**src/rtl/sram_read_streamer.sv**
```systemverilog
// sram_read_streamer
//   Walks a block of SRAM words starting at base_addr (wrapping modulo DEPTH),
//   reading at most one word every II cycles, and hands the words to a serial
//   consumer as a valid/ready stream tagged with last on the final word.
//
//   Ports
//     clk, rst            clock, asynchronous active-low reset
//     start, base_addr,   transfer request; base_addr/len sampled with start
//     len                 in IDLE only
//     busy, done          busy from the cycle after an accepted start until
//                         done; done is a 1-cycle completion pulse
//     mem_addr, mem_ren,  SRAM read port (read data arrives the cycle after
//     mem_q               mem_ren)
//     out_valid,          output stream; a word moves when out_valid and
//     out_ready,          out_ready are both high; out_data/out_last hold
//     out_data, out_last  while out_valid & !out_ready
//
//   Build option: define SRAM_READ_STREAMER_CHECK_EN to enable simulation
//   checks (start while busy, FIFO overflow, len > DEPTH). Without it, start
//   while busy is ignored and len > DEPTH is truncated to DEPTH.
//
//   Handshake: out_valid never depends on out_ready; once raised it stays high
//   with stable data until the word is taken. mem_ren depends only on
//   registered state, so there is no out_ready -> mem_ren path.
module sram_read_streamer #(
    parameter int WIDTH      = 32,
    parameter int DEPTH      = 32,
    parameter int II         = 1,
    parameter int FIFO_DEPTH = 2,
    localparam int AW        = $clog2(DEPTH)
) (
    input  logic             clk,
    input  logic             rst,
    input  logic             start,
    input  logic [AW-1:0]    base_addr,
    input  logic [AW:0]      len,
    output logic             busy,
    output logic             done,
    output logic [AW-1:0]    mem_addr,
    output logic             mem_ren,
    input  logic [WIDTH-1:0] mem_q,
    output logic             out_valid,
    input  logic             out_ready,
    output logic [WIDTH-1:0] out_data,
    output logic             out_last
);

    localparam int LW  = AW + 1;
    localparam int IIW = (II > 1) ? $clog2(II) : 1;
    localparam int PW  = $clog2(FIFO_DEPTH);
    localparam int CW  = PW + 1;

    typedef enum logic [1:0] {IDLE, ISSUE, DRAIN} state_t;

    state_t          state;
    logic [AW-1:0]   cur;
    logic [AW-1:0]   addr_q;
    logic [LW-1:0]   len_q;
    logic [LW-1:0]   issued;
    logic [IIW-1:0]  ii_cnt;
    logic            inflight;       // a read issued last cycle; its data is on mem_q now
    logic            inflight_last;  // that read is the final word of the transfer
    logic            zero_done;      // len==0 completion pulse

    logic [WIDTH-1:0] data_mem [FIFO_DEPTH];
    logic             last_mem [FIFO_DEPTH];
    logic [PW-1:0]    wr_ptr;
    logic [PW-1:0]    rd_ptr;
    logic [CW-1:0]    count;

    logic [LW-1:0]    len_eff;
    logic [CW-1:0]    occ;
    logic             issue;
    logic             fifo_empty;
    logic [WIDTH-1:0] head_data;
    logic             head_last;
    logic             pop;
    logic             pop_store;
    logic             push_store;
    logic             last_pop;

`ifdef SRAM_READ_STREAMER_CHECK_EN
    assign len_eff = len;
`else
    assign len_eff = (len > LW'(DEPTH)) ? LW'(DEPTH) : len;
`endif

    // Credit: words stored plus the word arriving this cycle must leave room.
    assign occ   = count + CW'(inflight);
    assign issue = (state == ISSUE) && (ii_cnt == '0) &&
                   (occ < CW'(FIFO_DEPTH)) && (issued < len_q);

    assign mem_ren  = issue;
    assign mem_addr = issue ? cur : addr_q;
    assign busy     = (state != IDLE);

    // Fall-through FIFO: when empty, the arriving SRAM word is presented
    // directly; if not taken it is stored and shown from the head next cycle.
    assign fifo_empty = (count == '0);
    assign out_valid  = !fifo_empty || inflight;

    always_comb begin
        head_data = '0;
        head_last = 1'b0;
        if (!fifo_empty) begin
            head_data = data_mem[rd_ptr];
            head_last = last_mem[rd_ptr];
        end else if (inflight) begin
            head_data = mem_q;
            head_last = inflight_last;
        end
    end

    assign out_data   = head_data;
    assign out_last   = head_last;
    assign pop        = out_valid && out_ready;
    assign pop_store  = pop && !fifo_empty;
    assign push_store = inflight && !(fifo_empty && pop);
    assign last_pop   = pop && out_last;
    assign done       = ((state == DRAIN) && last_pop) || zero_done;

    always_ff @(posedge clk or negedge rst) begin
        if (!rst) begin
            state         <= IDLE;
            cur           <= '0;
            addr_q        <= '0;
            len_q         <= '0;
            issued        <= '0;
            ii_cnt        <= '0;
            inflight      <= 1'b0;
            inflight_last <= 1'b0;
            zero_done     <= 1'b0;
        end else begin
            zero_done     <= 1'b0;
            inflight      <= issue;
            inflight_last <= issue && (issued == len_q - LW'(1));
            if (ii_cnt != '0) begin
                ii_cnt <= ii_cnt - IIW'(1);
            end
            case (state)
                IDLE: begin
                    // A pending zero-length completion counts as the done cycle.
                    if (start && !zero_done) begin
                        cur    <= base_addr;
                        len_q  <= len_eff;
                        issued <= '0;
                        if (len_eff == '0) begin
                            zero_done <= 1'b1;
                        end else begin
                            state <= ISSUE;
                        end
                    end
                end
                ISSUE: begin
                    if (issue) begin
                        cur    <= (cur == AW'(DEPTH - 1)) ? '0 : cur + AW'(1);
                        addr_q <= cur;
                        issued <= issued + LW'(1);
                        ii_cnt <= IIW'(II - 1);
                        if (issued + LW'(1) == len_q) begin
                            state <= DRAIN;
                        end
                    end
                end
                DRAIN: begin
                    if (last_pop) begin
                        state <= IDLE;
                    end
                end
                default: state <= IDLE;
            endcase
        end
    end

    always_ff @(posedge clk or negedge rst) begin
        if (!rst) begin
            wr_ptr <= '0;
            rd_ptr <= '0;
            count  <= '0;
        end else begin
            if (push_store) begin
                wr_ptr <= wr_ptr + PW'(1);
            end
            if (pop_store) begin
                rd_ptr <= rd_ptr + PW'(1);
            end
            count <= count + CW'(push_store) - CW'(pop_store);
        end
    end

    // Storage needs no reset: entries are only visible while count says so.
    always_ff @(posedge clk) begin
        if (push_store) begin
            data_mem[wr_ptr] <= mem_q;
            last_mem[wr_ptr] <= inflight_last;
        end
    end

`ifdef SRAM_READ_STREAMER_CHECK_EN
    always @(posedge clk) begin
        if (rst) begin
            if (start && busy && !done) begin
                $display("ERROR: start while busy");
                $finish(1);
            end
            if (inflight && (count == CW'(FIFO_DEPTH)) && !pop) begin
                $display("ERROR: FIFO push when full");
                $finish(1);
            end
            if (start && (state == IDLE) && (len > LW'(DEPTH))) begin
                $display("ERROR: len > DEPTH");
                $finish(1);
            end
        end
    end
`endif

endmodule
```
**config.mk**
```make
export PLATFORM = sky130hd
export DESIGN_NAME = sram_read_streamer
export DESIGN_NICKNAME = d
export VERILOG_FILES = /design/src/rtl/sram_read_streamer.sv
export SDC_FILE = /design/constraint.sdc
export NUM_CORES = 1
export LEC_CHECK = 0
export BUFFER_PORTS_ARGS = -buffer_cell sky130_fd_sc_hd__buf_2
export CAP_MARGIN = 20
export CORE_UTILIZATION = 40
export CTS_CLUSTER_DIAMETER = 50
export CTS_CLUSTER_SIZE = 16
export DETAILED_ROUTE_END_ITERATION = 7
export PLACE_DENSITY = 0.69
export SETUP_SLACK_MARGIN = 0.15
export SLEW_MARGIN = 5
export SYNTH_ARGS = -nofsm -noshare
export SYNTH_HDL_FRONTEND = slang
export SYNTH_SLANG_ARGS = --single-unit
export TNS_END_PERCENT = 50
```
**constraint.sdc**
```tcl
create_clock -name clk -period 3.8 [get_ports clk]
set_input_delay 0.38 -clock clk [delete_from_list [all_inputs] [get_ports clk]]
set_output_delay 0.38 -clock clk [all_outputs]
set_load 0.01 [all_outputs]
```
==> metrics <==
count of cell types in the netlist=53; final std cells w/o fill=604; DP HPWL=6144 µm; leak pwr=0.002308 µW; Yosys top cell by area=edfxtp_1; maxcap violations=0; Cell Area, Synth=4727 µm²; slowest stage delay, CP=0.45 ns; initial core utilization=41.22%; share of cells above drive strength 1=29.50%; antenna viol nets, final=0; syn avg cell area=12.64 µm²; Total Negative Setup Slacks=0 ns; pin count of the biggest net entering global routing=68; Async S/R FF share, synth=31.96%; crit-path max FO=18; CTS tree=done; initial antenna violation count=0; critical-path cell list=inv_1 > ha_1 > o21ai_1 > a21oi_1 > o31ai_2 > and2_4 > mux2_2 > buf_2; critical path data arrival time=2.60 ns; sequential share of the synthesized area=58.34%; TritonCTS buffer count=9; post-synthesis cell count=374; fin crit share=78.38%; CTS Root Cell=clkbuf_16; slowest CP cell=dfrtp_1; Remaining DRCs=0; CP Class=reg2out; unrepaired setup endpoints after global routing=false; first-pass GRT wire length=15160 µm; Vias/cell=5.195; Final min period=2.979 ns; final core occ=48.91%; type of origin of the critical path=flop; Die H=110.7 µm; cts repair resizes=0; H-tree levels=3; fmax=335.7 MHz; CORE AREA=11470 µm²; Synth top cells by count=edfxtp_1 (66), o21ai_0 (42), nand3_1 (36); peak supply drop=0.5973 mV; Rows=39; Layout area overhead=18.66%; hold buffers post-CTS=0; final non-filler cell area=5609 µm²; fillers=1011; Worst-Skew Late Latency=0.35 ns; delay-heaviest family, CP=compound AO/OA/AOI/OAI gates; total congestion overflow=0; most common cell in the netlist=edfxtp_1; routed via count=3138; Critical Path End Type=output pin; post-placement cell count=588; synth top area cells=edfxtp_1 (42%), dfrtp_1 (16%), mux2i_1 (7.2%); skew final=0.008538 ns; DRT iter0 DRCs=150; Ant. Diodes=0; CTS max path bufs=2; Worst Path Required=3.42 ns; Synth Warn #=0; clock transition at the registers of the reported paths=0.06 ns; Sinks on Clock Net=97; syn nets=433; Worst Path Buf+Inv=2; top_reg_cell synth=edfxtp_1; area of the multi-input gates=1803 µm²; Chip Width=110.7 µm; All-Layer GR Usage=15.98%; Setup-failing EPs final=0; Max Slew Vio Count=0; Die ar.=12260 µm²; RePlAce Congestion=0.8667; status=finished, final reports clean; Buffers on Ports=88; routed length per instance=14.99 µm; Worst Hold Class=in2async; Worst R2R Setup Slack=1.53 ns; total power=4907 µW; PwrDens=874.8 nW/µm²; Worst Tran Pin Value=0.9572 ns; Final Hold Viols=0; nets@finish=515; DP Area=5264 µm²; Setup Fix Bufs, Post-CTS=0; FF/Latch Area=2759 µm²; io pins=89; vias in the first global route=3043; Synth top area share=41.93%; Slew HR=36.03%; drt total wl=9052 µm; DRT Pass-1 Iters=4; EDFF count, synth=66; flop and latch count out of synthesis=97
[registers in the layout (all words and copies together) (netlist names), 2 cells and up]
signal	cells
data_mem	64
issued	6
len_q	6
addr_q	5
cur	5
count	2
last_mem	2
state	2
[through the flow]
stage / hold WS, ns / setup WS, ns
after floorplan: 0.08441 / 1.128
after global placement: 0.4568 / 1.235
after CTS: 0.08930 / 0.8064
after global routing: 0.1339 / 0.6674
after detailed placement: 0.4724 / 1.197
final: 0.07829 / 0.8214
[per-layer routing]
metal / up-vias / routed length (µm) / global-route usage, %
met3: 13 / 455 / 5.413
met5: - / 0 / 0
met1: 1497 / 4075 / 20.01
met4: 0 / 137 / 5.867
met2: 80 / 4384 / 25.67
li1: 1548 / - / -
[placed cells by master (no fill, tap or decap), types with 10 or more instances in the layout]
cell type / Yosys / layout
buf_2: 5 / 88
dfrtp_1: 31 / 30
edfxtp_1: 66 / 66
ha_1: 12 / 12
inv_1: 12 / 12
mux2_2: 10 / 10
mux2i_1: 34 / 34
nand2_1: 20 / 20
nand3_1: 36 / 36
o21ai_0: 42 / 42
xnor2_1: 10 / 10
[logic make-up (layout without fill, tap and decap cells)]
group	after synthesis	after routing	share of synthesized area (%)
muxes	49	49	11.17
DFF	97	97	58.34
and+or+nand+nor	100	100	11.59
buffers and inverters	34	121	3.838
adders and majority gates	12	12	3.176
AOI/OAI and AO/OA	65	65	8.576
xor gates and xnor gates	17	17	3.309
[path summary, 6_finish.rpt]
check | cells after the start | from | endpoint
setup / recovery | 8 | len_q[2]$_DFFE_PN0P_ | mem_addr[0]
hold / removal | 1 | rst | addr_q[1]$_DFFE_PN0P_
setup reg to reg | 8 | len_q[3]$_DFFE_PN0P_ | cur[4]$_DFFE_PN0P_
hold reg to reg | 0 | inflight_last$_DFF_PN0_ | last_mem[1]$_DFFE_PP_
max in group asynchronous | 1 | rst | rd_ptr$_DFFE_PN0P_
min in group clk | 1 | mem_q[2] | data_mem[0][2]$_DFFE_PP_
[power by group]
group / switching (µW) / total (µW) / internal [µW] / leakage, µW
Combinational: 1180 / 2170 / 985 / 0.00117
Clock: 375 / 1030 / 660 / 0.000166
Sequential: 247 / 1700 / 1460 / 0.000971
Total: 1810 / 4910 / 3100 / 0.00231
[cell type report]
class	count	area share, %
Inverter	12	0.8030
Clock inverter	5	1.829
Multi-Input combinational cell	243	32.14
Clock buffer	11	4.327
Timing Repair Buffer	93	8.521
Tap cell	143	3.190
Sequential cell	97	49.19
(Power assumes the default switching activity.)
